**config.mk**
```make
export PLATFORM = sky130hd
export DESIGN_NAME = axi_master_read_port_flat
export DESIGN_NICKNAME = d
export VERILOG_FILES = /design/src/rtl/axi_master_read_port_if.sv /design/src/rtl/axi_master_read_port.sv /design/src/flat_wrapper.sv
export SDC_FILE = /design/constraint.sdc
export NUM_CORES = 1
export LEC_CHECK = 0
export CAP_MARGIN = 25
export CORE_UTILIZATION = 42
export DETAILED_ROUTE_END_ITERATION = 6
export MAX_ROUTING_LAYER = met4
export PLACE_DENSITY = 0.9
export SLEW_MARGIN = 0
export SYNTH_ARGS = -nofsm -noshare
export SYNTH_HDL_FRONTEND = slang
export SYNTH_SLANG_ARGS = --single-unit
```
**constraint.sdc**
```tcl
create_clock -name clk -period 3.6 [get_ports clk]
set_input_delay 0.72 -clock clk [delete_from_list [all_inputs] [get_ports clk]]
set_output_delay 0.72 -clock clk [all_outputs]
set_load 0.02 [all_outputs]
```
**src/rtl/axi_master_read_port_if.sv**
```systemverilog
// AXI4 read-address and read-data channel bundle between a read master and its slave.
interface axi_master_read_port_if #(
  parameter int ID_W   = 4,
  parameter int ADDR_W = 32,
  parameter int DATA_W = 32,
  parameter int LEN_W  = 4
);
  logic [ID_W-1:0]   ARID_M;
  logic [ADDR_W-1:0] ARADDR_M;
  logic [LEN_W-1:0]  ARLEN_M;
  logic [2:0]        ARSIZE_M;
  logic [1:0]        ARBURST_M;
  logic              ARVALID_M;
  logic              ARREADY_M;

  logic [ID_W-1:0]   RID_M;
  logic [DATA_W-1:0] RDATA_M;
  logic [1:0]        RRESP_M;
  logic              RLAST_M;
  logic              RVALID_M;
  logic              RREADY_M;

  modport master (
    output ARID_M, ARADDR_M, ARLEN_M, ARSIZE_M, ARBURST_M, ARVALID_M, RREADY_M,
    input  ARREADY_M, RID_M, RDATA_M, RRESP_M, RLAST_M, RVALID_M
  );

  modport slave (
    input  ARID_M, ARADDR_M, ARLEN_M, ARSIZE_M, ARBURST_M, ARVALID_M, RREADY_M,
    output ARREADY_M, RID_M, RDATA_M, RRESP_M, RLAST_M, RVALID_M
  );
endinterface

```
**src/rtl/axi_master_read_port.sv**
```systemverilog
// AXI4 read master engine: issues one INCR read burst per request, forwards the
// returned beats one registered cycle later and pulses done with a sticky error flag.
module axi_master_read_port #(
  parameter int              ID_W      = 4,
  parameter logic [ID_W-1:0] MASTER_ID = '0,
  parameter int              ADDR_W    = 32,
  parameter int              DATA_W    = 32,
  parameter int              LEN_W     = 4
) (
  input  logic                   clk,
  input  logic                   rst,
  input  logic                   req_i,
  input  logic [ADDR_W-1:0]      addr_i,
  input  logic [LEN_W-1:0]       len_i,
  output logic                   busy_o,
  output logic [DATA_W-1:0]      rdata_o,
  output logic                   rdata_vld_o,
  output logic                   rdata_last_o,
  output logic                   done_o,
  output logic                   err_o,
  axi_master_read_port_if.master axi
);

  typedef enum logic [3:0] {
    IDLE = 4'b0001,
    ADDR = 4'b0010,
    DATA = 4'b0100,
    DONE = 4'b1000
  } state_t;

  state_t            state_q, state_d;
  logic [ADDR_W-1:0] addr_q, addr_d;
  logic [LEN_W-1:0]  len_q, len_d;
  logic [ID_W-1:0]   arId_q, arId_d;
  logic [2:0]        arSize_q, arSize_d;
  logic [1:0]        arBurst_q, arBurst_d;
  logic [LEN_W:0]    beatCnt_q, beatCnt_d;
  logic              err_q, err_d;
  logic [DATA_W-1:0] rdata_q, rdata_d;
  logic              rdataVld_q, rdataVld_d;
  logic              rdataLast_q, rdataLast_d;

  logic [12:0]       reqEnd;
  logic              crosses4k;
  logic [LEN_W:0]    lenPlusOne;
  logic [LEN_W:0]    beatCntInc;
  logic              unusedAddrLsbs;

  // The burst end offset inside its 4KB page; 13 bits hold page offset plus burst bytes.
  assign reqEnd         = {1'b0, addr_i[11:2], 2'b00} + (13'(len_i) << 2) + 13'd4;
  assign crosses4k      = (reqEnd > 13'd4096);
  assign lenPlusOne     = {1'b0, len_q} + {{LEN_W{1'b0}}, 1'b1};
  assign beatCntInc     = beatCnt_q + {{LEN_W{1'b0}}, 1'b1};
  assign unusedAddrLsbs = ^addr_i[1:0];

  // Next-state and datapath decisions for the request/address/data/done sequence.
  always_comb begin
    state_d     = state_q;
    addr_d      = addr_q;
    len_d       = len_q;
    arId_d      = arId_q;
    arSize_d    = arSize_q;
    arBurst_d   = arBurst_q;
    beatCnt_d   = beatCnt_q;
    err_d       = err_q;
    rdata_d     = rdata_q;
    rdataVld_d  = 1'b0;
    rdataLast_d = 1'b0;
    case (state_q)
      IDLE: begin
        if (req_i) begin
          addr_d    = {addr_i[ADDR_W-1:2], 2'b00};
          len_d     = len_i;
          beatCnt_d = '0;
          err_d     = 1'b0;
          if (crosses4k) begin
            err_d   = 1'b1;
            state_d = DONE;
          end else begin
            arId_d    = MASTER_ID;
            arSize_d  = 3'b010;
            arBurst_d = 2'b01;
            state_d   = ADDR;
          end
        end
      end
      ADDR: begin
        if (axi.ARREADY_M) begin
          state_d = DATA;
        end
      end
      DATA: begin
        if (axi.RVALID_M) begin
          if (axi.RID_M != MASTER_ID) begin
            err_d = 1'b1;
          end else begin
            if (beatCnt_q == lenPlusOne) begin
              err_d = 1'b1;
            end else begin
              rdata_d     = axi.RDATA_M;
              rdataVld_d  = 1'b1;
              rdataLast_d = axi.RLAST_M;
              beatCnt_d   = beatCntInc;
            end
            if (axi.RRESP_M != 2'b00) begin
              err_d = 1'b1;
            end
            if (axi.RLAST_M) begin
              state_d = DONE;
              if (beatCnt_d != lenPlusOne) begin
                err_d = 1'b1;
              end
            end
          end
        end
      end
      DONE: begin
        state_d = IDLE;
      end
      default: begin
        state_d = IDLE;
      end
    endcase
  end

  // State and datapath registers; reset aborts any transaction and clears every output.
  always_ff @(posedge clk or posedge rst) begin
    if (rst) begin
      state_q     <= IDLE;
      addr_q      <= '0;
      len_q       <= '0;
      arId_q      <= '0;
      arSize_q    <= '0;
      arBurst_q   <= '0;
      beatCnt_q   <= '0;
      err_q       <= 1'b0;
      rdata_q     <= '0;
      rdataVld_q  <= 1'b0;
      rdataLast_q <= 1'b0;
    end else begin
      state_q     <= state_d;
      addr_q      <= addr_d;
      len_q       <= len_d;
      arId_q      <= arId_d;
      arSize_q    <= arSize_d;
      arBurst_q   <= arBurst_d;
      beatCnt_q   <= beatCnt_d;
      err_q       <= err_d;
      rdata_q     <= rdata_d;
      rdataVld_q  <= rdataVld_d;
      rdataLast_q <= rdataLast_d;
    end
  end

  // ARVALID and RREADY decode from disjoint states, so they can never overlap.
  assign axi.ARVALID_M = (state_q == ADDR);
  assign axi.RREADY_M  = (state_q == DATA);
  assign axi.ARID_M    = arId_q;
  assign axi.ARADDR_M  = addr_q;
  assign axi.ARLEN_M   = len_q;
  assign axi.ARSIZE_M  = arSize_q;
  assign axi.ARBURST_M = arBurst_q;

  assign busy_o       = (state_q != IDLE);
  assign done_o       = (state_q == DONE);
  assign err_o        = err_q;
  assign rdata_o      = rdata_q;
  assign rdata_vld_o  = rdataVld_q;
  assign rdata_last_o = rdataLast_q;

endmodule

```
**src/flat_wrapper.sv**
```systemverilog
// flat-port wrapper written by rule: the top's interface ports become plain ports
module axi_master_read_port_flat 
#(
  parameter int              ID_W      = 4,
  parameter logic [ID_W-1:0] MASTER_ID = '0,
  parameter int              ADDR_W    = 32,
  parameter int              DATA_W    = 32,
  parameter int              LEN_W     = 4
)
  (clk, rst, req_i, addr_i, len_i, busy_o, rdata_o, rdata_vld_o, rdata_last_o, done_o, err_o, axi_ARID_M, axi_ARADDR_M, axi_ARLEN_M, axi_ARSIZE_M, axi_ARBURST_M, axi_ARVALID_M, axi_RREADY_M, axi_ARREADY_M, axi_RID_M, axi_RDATA_M, axi_RRESP_M, axi_RLAST_M, axi_RVALID_M);
  axi_master_read_port_if #(.ID_W(ID_W), .ADDR_W(ADDR_W), .DATA_W(DATA_W), .LEN_W(LEN_W)) axi_i ();
  input  logic clk;
  input  logic rst;
  input  logic req_i;
  input  logic [ADDR_W-1:0] addr_i;
  input  logic [LEN_W-1:0] len_i;
  output logic busy_o;
  output logic [DATA_W-1:0] rdata_o;
  output logic rdata_vld_o;
  output logic rdata_last_o;
  output logic done_o;
  output logic err_o;
  output wire logic [$bits(axi_i.ARID_M)-1:0] axi_ARID_M;
  output wire logic [$bits(axi_i.ARADDR_M)-1:0] axi_ARADDR_M;
  output wire logic [$bits(axi_i.ARLEN_M)-1:0] axi_ARLEN_M;
  output wire logic [$bits(axi_i.ARSIZE_M)-1:0] axi_ARSIZE_M;
  output wire logic [$bits(axi_i.ARBURST_M)-1:0] axi_ARBURST_M;
  output wire logic [$bits(axi_i.ARVALID_M)-1:0] axi_ARVALID_M;
  output wire logic [$bits(axi_i.RREADY_M)-1:0] axi_RREADY_M;
  input wire logic [$bits(axi_i.ARREADY_M)-1:0] axi_ARREADY_M;
  input wire logic [$bits(axi_i.RID_M)-1:0] axi_RID_M;
  input wire logic [$bits(axi_i.RDATA_M)-1:0] axi_RDATA_M;
  input wire logic [$bits(axi_i.RRESP_M)-1:0] axi_RRESP_M;
  input wire logic [$bits(axi_i.RLAST_M)-1:0] axi_RLAST_M;
  input wire logic [$bits(axi_i.RVALID_M)-1:0] axi_RVALID_M;
  assign axi_ARID_M = axi_i.ARID_M;
  assign axi_ARADDR_M = axi_i.ARADDR_M;
  assign axi_ARLEN_M = axi_i.ARLEN_M;
  assign axi_ARSIZE_M = axi_i.ARSIZE_M;
  assign axi_ARBURST_M = axi_i.ARBURST_M;
  assign axi_ARVALID_M = axi_i.ARVALID_M;
  assign axi_RREADY_M = axi_i.RREADY_M;
  assign axi_i.ARREADY_M = axi_ARREADY_M;
  assign axi_i.RID_M = axi_RID_M;
  assign axi_i.RDATA_M = axi_RDATA_M;
  assign axi_i.RRESP_M = axi_RRESP_M;
  assign axi_i.RLAST_M = axi_RLAST_M;
  assign axi_i.RVALID_M = axi_RVALID_M;
  axi_master_read_port #(.ID_W(ID_W), .MASTER_ID(MASTER_ID), .ADDR_W(ADDR_W), .DATA_W(DATA_W), .LEN_W(LEN_W)) u_core (.clk(clk), .rst(rst), .req_i(req_i), .addr_i(addr_i), .len_i(len_i), .busy_o(busy_o), .rdata_o(rdata_o), .rdata_vld_o(rdata_vld_o), .rdata_last_o(rdata_last_o), .done_o(done_o), .err_o(err_o), .axi(axi_i));
endmodule
```
== Word level (Yosys, flattened, before mapping) ==
Cells that the tools add are included.
Word-level totals
  register bits: 79
  word-level logic and storage cells: 70
Operators by class
  reduce and logical (&&, ||, !) cells: 9
  equal/unequal tests: 12
  magnitude comparators: 1
  multiplexer cells: 32
  bitwise operators: 3
  add/subtract/negate cells: 4
Operator list (count)
  2-to-1 mux 5 bit: 7
  2-to-1 mux 4 bit: 6
  2-to-1 mux 1 bit: 16
  adder 12 x 6 -> 13 bit: 1
  adder 13 x 3 -> 13 bit, second input constant: 1
  > comparator 13 bit, second input constant: 1
  case mux 4 bit (3 select lines): 1
  case mux 5 bit (2 select lines): 1
  AND reduction 4 bit: 2
  != test 2 x 1 -> 1 bit, second input constant: 3
  AND reduction 3 bit: 2
  adder 4 x 1 -> 5 bit, second input constant: 1
  adder 5 x 1 -> 5 bit, second input constant: 1
  == test 5 bit: 1
  != test 5 bit: 1
  AND reduction 5 bit: 1
  == test 4 x 1 -> 1 bit, second input constant: 1
  == test 4 x 2 -> 1 bit, second input constant: 1
  == test 4 x 3 -> 1 bit, second input constant: 1
  == test 4 bit, second input constant: 1
  != test 2 bit, second input constant: 2
  != test 4 x 1 -> 1 bit, second input constant: 1
  nonzero test 2 bit: 2
  nonzero test 4 bit: 1
  3 further kinds: 5

== Logic depth before layout (Yosys ltp) ==
Gate-level depths: netlist of run 1.
  word-level depth: 12
  mapped depth: 11
  gate-level depth less buffers: 11

== Worst setup path before layout of run 1 ==
No wires, ideal clock.
  path kind: input -> register
  start: in addr_i[3]
  end: reg u_core.err_q, in the netlist u_core.err_o
  stages: 9
  arrival: 2.497 ns
  data required time: 3.469 ns
  buffers on the path: 0
  setup time: 0.131 ns
  setup slack: 0.972 ns
  cell sequence: ha_1 -> ha_1 -> inv_1 -> fa_1 -> and3b_1 -> nand3_1 -> mux2i_1 -> o31ai_1 -> or3_1
Between the ends
  cells in the longest elaborated chain, start to end: 6
Ends and longest elaborated chain
  start, declared: line flat_wrapper.sv:15  | input logic [ADDR_W-1:0] addr_i;
  adder 12 x 6 -> 13 bit: line axi_master_read_port.sv:50  | assign reqEnd = {1'b0, addr_i[11:2], 2'b00} + (13'(len_i) << 2) + 13'd4;
  adder 13 x 3 -> 13 bit: line axi_master_read_port.sv:50
  > comparator 13 bit: line axi_master_read_port.sv:51  | assign crosses4k = (reqEnd > 13'd4096);
  2-to-1 mux 1 bit: line axi_master_read_port.sv:76  | if (crosses4k) begin
  2-to-1 mux 1 bit: line axi_master_read_port.sv:71  | if (req_i) begin
  case mux 1 bit (2 select lines): line axi_master_read_port.sv:69  | case (state_q)
  end signal, assigned: line axi_master_read_port.sv:148  | err_q <= err_d;
  end, declared: line axi_master_read_port.sv:38  | logic err_q, err_d;
Every way passes these cells. The select of a mux whose other input is x is not followed.
A chain may end at the register's enable or synchronous reset.

== Final worst setup path of run 1 ==
  start: in addr_i[2]
  end: reg u_core.err_q, in the netlist u_core.err_o
Same word-level chain as after synthesis.

==> summary.txt, run 1 <==
Placement
  – Port Buffers: 152
  – Routability cong.: 0.7887
  – Post-Place Cells: 518
  – HPWL Detailed: 6326 um
  – Area after DPL: 5229 um^2

Final layout
  – Share of layout cells above drive strength 1: 21.73%
  – Syn-to-layout area delta: 50.59%
  – Fillers: 674
  – Final instance area: 5415 um^2
  – Post-layout nets: 515
  – Fin cells: 533
  – Diode count: 0

Floorplan
  – Die ar.: 8936 um^2
  – Site row count: 33
  – Initial core utilization: 43.55%
  – Die W: 94.53 um
  – Placeable Area: 8258 um^2
  – DIE HEIGHT: 94.53 um
  – I/O pin total: 164

Routing
  – WL/cell: 15.82 um
  – Residual DRC: 0
  – Pre-Repair DR Iteration Count: 4
  – Vias post-DR: 2671
  – Via/cell ratio: 5.011
  – WL final: 8432 um
  – Antenna-violating nets left: 0
  – Number of DRC markers in iteration 0: 116

CTS
  – H-tree depth: 3
  – Hold_buf cts: 0
  – CTS tree: built
  – Inserted Clock Buffers: 9
  – Clock tree buffer depth: 2
  – Setup bufs post-CTS: 0
  – CTS resizes: 0
  – Worst skew pair latency: 340 ps
  – Clock-pin slew on the worst setup and hold paths: 80 ps
  – Clock sink total: 79
  – Root buffer cell: clkbuf_8

Min path
  – Worst hold start: u_core.axi.ARADDR_M[2]
  – Worst hold path class: reg2reg
  – Worst Hold Endpoint: u_core.axi.ARADDR_M[2]
  – WHS Path Cells: 2

Worst setup path
  – Flop-to-flop setup slack: 970 ps
  – Worst Path Required: 3820 ps
  – Worst path cell trace: clkdlybuf4s50_1, inv_1, ha_1, inv_1, ha_1, inv_1, fa_1, and3b_1, nand3b_1, mux2i_1, o31ai_1, or3_1
  – Worst r2r src: u_core.state_q[0]
  – CP peak stage delay: 480 ps
  – Critical Path Source: addr_i[2]
  – Slowest cell on crit path: fa_1
  – Critical Path AT: 3230 ps
  – Reg-to-Reg End: u_core.err_o
  – Endpoint type of the worst setup path: register
  – Crit Path Class: in2reg
  – Crit-path leading delay family: adder cells
  – Most used cell, CP: inv_1
  – R2r worst-path depth: 5
  – Critical path buffer and inverter count: 4
  – Crit path max fanout: 3
  – CP Launch Type: input port

Synth
  – EDFF count, synth: 0
  – Post-synth ARST share: 100.0%
  – Distinct cells, synth: 48
  – YS warnings: 0
  – Register area share after synthesis: 55.01%
  – Cell Area, Synth: 3596 um^2
  – Synth Register Bits: 79
  – Synth top area cells: dfrtp_1 54%, mux2_2 20%, ha_1 3.5%, buf_4 2.3%, xnor2_1 1.7%
  – Most frequent cell after synthesis: dfrtp_1
  – Synthesized area per cell: 13.52 um^2
  – Post-synthesis cell count: 266
  – Predominant post-synthesis flop cell: dfrtp_1
  – Share of the synthesized area in the top cell type: 54.28%
  – Post-synth top area cell: dfrtp_1
  – Synth cell count leaders: 78 x dfrtp_1, 64 x mux2_2, 11 x buf_4, 10 x ha_1, 10 x inv_1

Power
  – VDD IR max: 463.8 uV
  – Power Density: 695.2 nW/um^2
  – Leak Pwr: 0.002375 uW

Global route
  – Gr usage total: 20.09%
  – Met3 usage: 3.623%
  – Grt met1 use: 23.30%
  – M2 GR Usage: 34.00%
  – Initial antenna violation count: 0
  – Largest net degree at the start of global routing: 80
  – Busiest grt layer: met2
  – Number of global-route vias before repair: 2858
  – Grt ovf: 0
  – First-pass GRT wire length: 13320 um

STA
  – Slew Limit Fails: 0
  – Setup tns final: 0 ps
  – Final period util: 83.61%
  – Fmax: 332.2 MHz
  – Final hold slack: 495.5 ps
  – Unrepaired setup endpoints after global routing: false
  – Period minus WS final: 3010 ps
  – Final setup fails: 0
  – Max transition margin: 46.40%
  – Clock Skews: 11.89 ps
  – Fin. Hold Viols: 0
  – Worst-Margin Slew: 802.0 ps

Run
  – Max cap viols: 0

Run status
  – Outcome: completed
## worst register-to-register path, delay by kind of cell, from the launching register on
family             cells  cell delay (ps)
DFF                    1              580
AOI/OAI and AO/OA      1               90
and+or+nand+nor        4             1840
## cells by family after synthesis
kind of cell               share of synthesized area (%)
AOI/OAI and AO/OA                                  5.776
xor gates and xnor gates                           3.410
adders and majority gates                          4.036
buffers and inverters                              4.523
DFF                                                55.01
muxes                                              20.32
other                                             0.1043
and+or+nand+nor                                    6.820
## state kept, by name (all words and copies together), names as in the netlist
signal                cells
u_core.rdata_vld_o        1
u_core.axi.ARLEN_M        4
u_core.axi.ARADDR_M      30
u_core.axi.ARBURST_M      1
u_core.err_o              1
u_core.beatCnt_q          5
u_core.rdata_o           32
u_core.rdata_last_o       1
u_core.state_q            4
## metal layers
metal | share of wire [%] | wire length, um
met5 | 0 | 0
met4 | 2.8 | 232
met3 | 5.6 | 470
met2 | 51 | 4281
met1 | 41 | 3446
## worst max-delay path by stage
stage / to / cells after the start
3_5_place_dp: u_core.err_o / 12
6_report: u_core.err_o / 12
3_3_place_gp: u_core.err_o / 12
5_1_grt: u_core.err_o / 12
4_1_cts: u_core.err_o / 12
2_1_floorplan: u_core.axi.ARADDR_M[10] / 1
## power by group
group / switching [uW] / total [uW] / internal [uW]
Clock: 318 / 632 / 314
Combinational: 850 / 1780 / 929
Sequential: 182 / 1350 / 1170
## cells in the final DEF, fill, tap and decap left out, drive strengths merged, types with 2 or more instances in the layout
master / netlist / layout
a21oi: 7 / 7
a31oi: 3 / 3
a41oi: 2 / 2
and2: 2 / 2
and3: 3 / 3
buf: 17 / 5
clkbuf: 1 / 9
clkdlybuf4s50: 0 / 152
clkinv: 0 / 3
clkinvlp: 0 / 3
conb: 1 / 9
dfrtp: 78 / 78
ha: 10 / 10
inv: 10 / 9
mux2: 64 / 64
nand2: 8 / 8
nand2b: 2 / 2
nand3: 10 / 10
nand4: 2 / 2
nor2: 2 / 2
nor3: 2 / 2
nor4b: 3 / 3
o21ai: 5 / 5
o21bai: 2 / 2
o31ai: 2 / 2
xnor2: 7 / 7
xor2: 7 / 7
## area by class of cell
type | count | area, um^2 | area share [%]
well taps | 105 | 131.4 | 2.426
flip-flops and latches | 79 | 1978 | 36.53
multi-input cells | 167 | 1496 | 27.63
clock inverters | 6 | 62.56 | 1.155
clock buffers | 9 | 123.9 | 2.287
repair buffers | 157 | 1584 | 29.25
inverters | 10 | 38.79 | 0.7163
## through the flow
step / worst slack, ps / util [%] / total power [uW]
after floorplan: 858.3 / - / 2326
after global placement: 390.5 / 63.32 / 3091
after detailed placement: 261.1 / 63.32 / 3158
after CTS: 616.7 / 65.58 / 3801
after global routing: 496.9 / 65.58 / 3959
final: 589.9 / 65.58 / 3765
Note: power is estimated with default switching activity, not from simulation.
==> run 2: changes to the inputs <==
Settings changed: CORE_UTILIZATION 42 to 38, PLACE_DENSITY 0.9 to 0.86.
Clock period 3.6 ns to 2.6 ns, I/O delays scaled along.
==> run 2 against run 1 <==
  * Hold slack worse by 12 ps
  * Sequential power up 39%
  * Highest routed layer unchanged
  * Total power up 38%
  * Core utilization down 5.2 points
==> summary.txt, run 2 (synthesis results as in run 1) <==
Run status
  – Outcome: completed

Min path
  – WHS Path Cells: 3 (+1)
  – Worst hold start: addr_i[2]
  – Worst hold path class: in2reg
  – Worst Hold Endpoint: u_core.axi.ARADDR_M[2]

Power
  – Pint: 3283 uW (+36%)
  – Net Sw Power: 1908 uW (+41%)
  – Seq pwr share: 36.2% (+0.2 points)
  – Leak Pwr: 0.002462 uW (+3.7%)
  – Comb pwr share: 47.8% (+0.5 points)
  – Power Density: 935.2 nW/um^2 (+35%)
  – VDD IR max: 559.7 uV (+21%)
  – Net Sw Frac: 36.75% (+0.92 points)
  – Tot Pwr: 5191 uW (+38%)
  – Clock network power share: 16.1% (-0.7 points)

Floorplan
  – Placeable Area: 9196 um^2 (+11%)
  – Die ar.: 9857 um^2 (+10%)
  – I/O pin total: 164 (unchanged)
  – Die W: 99.28 um (+5.0%)
  – DIE HEIGHT: 99.28 um (+5.0%)
  – Site row count: 35 (+6.1%)
  – Initial core utilization: 39.10% (-4.4 points)

Global route
  – First-pass GRT wire length: 13790 um (+3.5%)
  – Grt ovf: 0 (unchanged)
  – Initial antenna violation count: 0 (unchanged)
  – Largest net degree at the start of global routing: 39 (-51%)
  – Gr usage total: 18.48% (-1.6 points)
  – Number of global-route vias before repair: 2914 (+2.0%)

Run
  – Max cap viols: 0 (unchanged)

CTS
  – Inserted Clock Buffers: 9 (unchanged)
  – Root buffer cell: clkbuf_8
  – Setup bufs post-CTS: 0 (unchanged)
  – Clock tree buffer depth: 2 (unchanged)
  – Clock sink total: 79 (unchanged)
  – CTS tree: built
  – Worst skew pair latency: 360 ps (+20 ps)
  – Clock-pin slew on the worst setup and hold paths: 80 ps (about the same)
  – H-tree depth: 3 (unchanged)

Placement
  – Routability cong.: 0.8667 (+9.9%)
  – Port Buffers: 152 (unchanged)
  – HPWL Detailed: 6461 um (+2.1%)

STA
  – Max transition margin: 59.52% (+13 points)
  – Period minus WS final: 2505 ps
  – Worst-Margin Slew: 606.5 ps (-195.5 ps)
  – Slew Limit Fails: 0 (unchanged)
  – Clock Skews: 11.88 ps (-0.009000 ps)
  – Final setup fails: 0 (unchanged)
  – Final period util: 96.34%
  – Fin. Hold Viols: 0 (unchanged)
  – Unrepaired setup endpoints after global routing: false
  – Fmax: 399.2 MHz

Routing
  – WL final: 8520 um (+1.0%)
  – Number of DRC markers in iteration 0: 46 (-60%)
  – Vias post-DR: 2700 (+1.1%)
  – Residual DRC: 0 (unchanged)
  – Pre-Repair DR Iteration Count: 4 (unchanged)
  – WL/cell: 15.52 um (-1.9%)
  – Antenna-violating nets left: 0 (unchanged)
  – Via/cell ratio: 4.918 (-1.9%)

Worst setup path
  – Reg-to-Reg End: u_core.rdata_o[26]
  – CP Launch Type: register
  – Critical Path AT: 1980 ps (-1250 ps)
  – Crit Path Class: reg2out
  – Endpoint type of the worst setup path: output port
  – Worst Path Required: 2080 ps (-1740 ps)
  – Crit path max fanout: 5 (+2)
  – Flop-to-flop setup slack: 350 ps (-620 ps)
  – Worst r2r src: u_core.axi.ARLEN_M[0]
  – R2r worst-path depth: 6 (+1)

Final layout
  – Share of layout cells above drive strength 1: 25.80% (+4.1 points)
  – Most common cell after layout, fill and taps aside: clkdlybuf4s50_1
  – Layout Utilization: 60.35% (-5.2 points)
  – Syn-to-layout area delta: 54.35%
  – Diode count: 0 (unchanged)
  – Max reg flops: 32 (unchanged)
  – Most frequent cells in the layout: 145 x clkdlybuf4s50_1, 78 x dfrtp_1, 64 x mux2_2, 11 x buf_4
  – Post-layout nets: 524 (+1.7%)
==> run 2: cell count changes in the layout (fill, tap and decap cells not counted), sizes merged, moves of 2 or more <==
cell / delta
buf: +9
clkdlybuf4s50: -7
dlygate4sd2: +2
dlymetal6s2s: +5
inv: +3
==> run 2: worst max-delay path, cell delays in order, from the launching register on <==
cell	delay, ps
dfrtp_1	430
or4b_2	740
inv_1	120
dlygate4sd2_1	340
==> run 2: timing repair <==
item                       in CTS  in global routing
pin swaps                       5                  4
resized for setup               8                  9
hold buffers                    0                  0
setup endpoints to repair       3                  2
==> run 2: worst max-delay path by stage <==
| stage | start | end | slack (ps) | cells after the start |
|---|---|---|---|---|
| after floorplan | rst | u_core.axi.ARADDR_M[10] | 60 | 1 |
| after global placement | addr_i[2] | u_core.err_o | -400 | 12 |
| after detailed placement | addr_i[2] | u_core.err_o | -490 | 12 |
| after CTS | addr_i[2] | u_core.err_o | 10 | 12 |
| after global routing | u_core.state_q[2] | axi_ARVALID_M | 40 | 3 |
| final | u_core.state_q[2] | axi_ARVALID_M | 100 | 3 |
==> run 2: area by class of cell <==
type / count / area (um^2)
fillers: 753 / 3646
flip-flops and latches: 79 / 1978
repair buffers: 166 / 1674
multi-input cells: 167 / 1543
well taps: 111 / 138.9
clock buffers: 9 / 123.9
clock inverters: 7 / 53.80
inverters: 10 / 38.79
==> run 2: routing by layer <==
layer / GRT usage (%) / share of wire [%] / wire, um / up-vias
met4: 7.014 / 2.0 / 169 / 0
met5: - / 0 / 0 / -
met1: 21.78 / 42 / 3544 / 1333
met2: 31.62 / 52 / 4391 / 90
met3: 3.233 / 4.9 / 415 / 15
li1: - / - / - / 1262
==> run 2: power groups by stage <==
stage | logic (uW) | clock network [uW] | registers, uW
after detailed placement | 2490 | 0 | 1900
after CTS | 2500 | 871 | 1880
after floorplan | 910 | 0 | 2310
final | 2480 | 834 | 1880
after global routing | 2640 | 907 | 1930
after global placement | 2430 | 0 | 1870
==> run 2: metrics by stage <==
step	instance area [um^2]	worst slack [ps]	hold slack, ps	cells	setup TNS (ps)
2_1_floorplan	3626	58.27	504.5	274	0
3_3_place_gp	5319	-403.3	469.9	533	-1197
3_5_place_dp	5319	-494.3	492.1	533	-1479
4_1_cts	5513	11.63	512.8	549	0
5_1_grt	5550	35.16	486.9	549	0
6_report	5550	95.10	483.8	549	0
==> run 3: changes to the inputs <==
Settings changed: CTS_CLUSTER_DIAMETER set to 150.
==> results of run 3 <==
Final layout, timing and power as in run 2 (identical DEF).
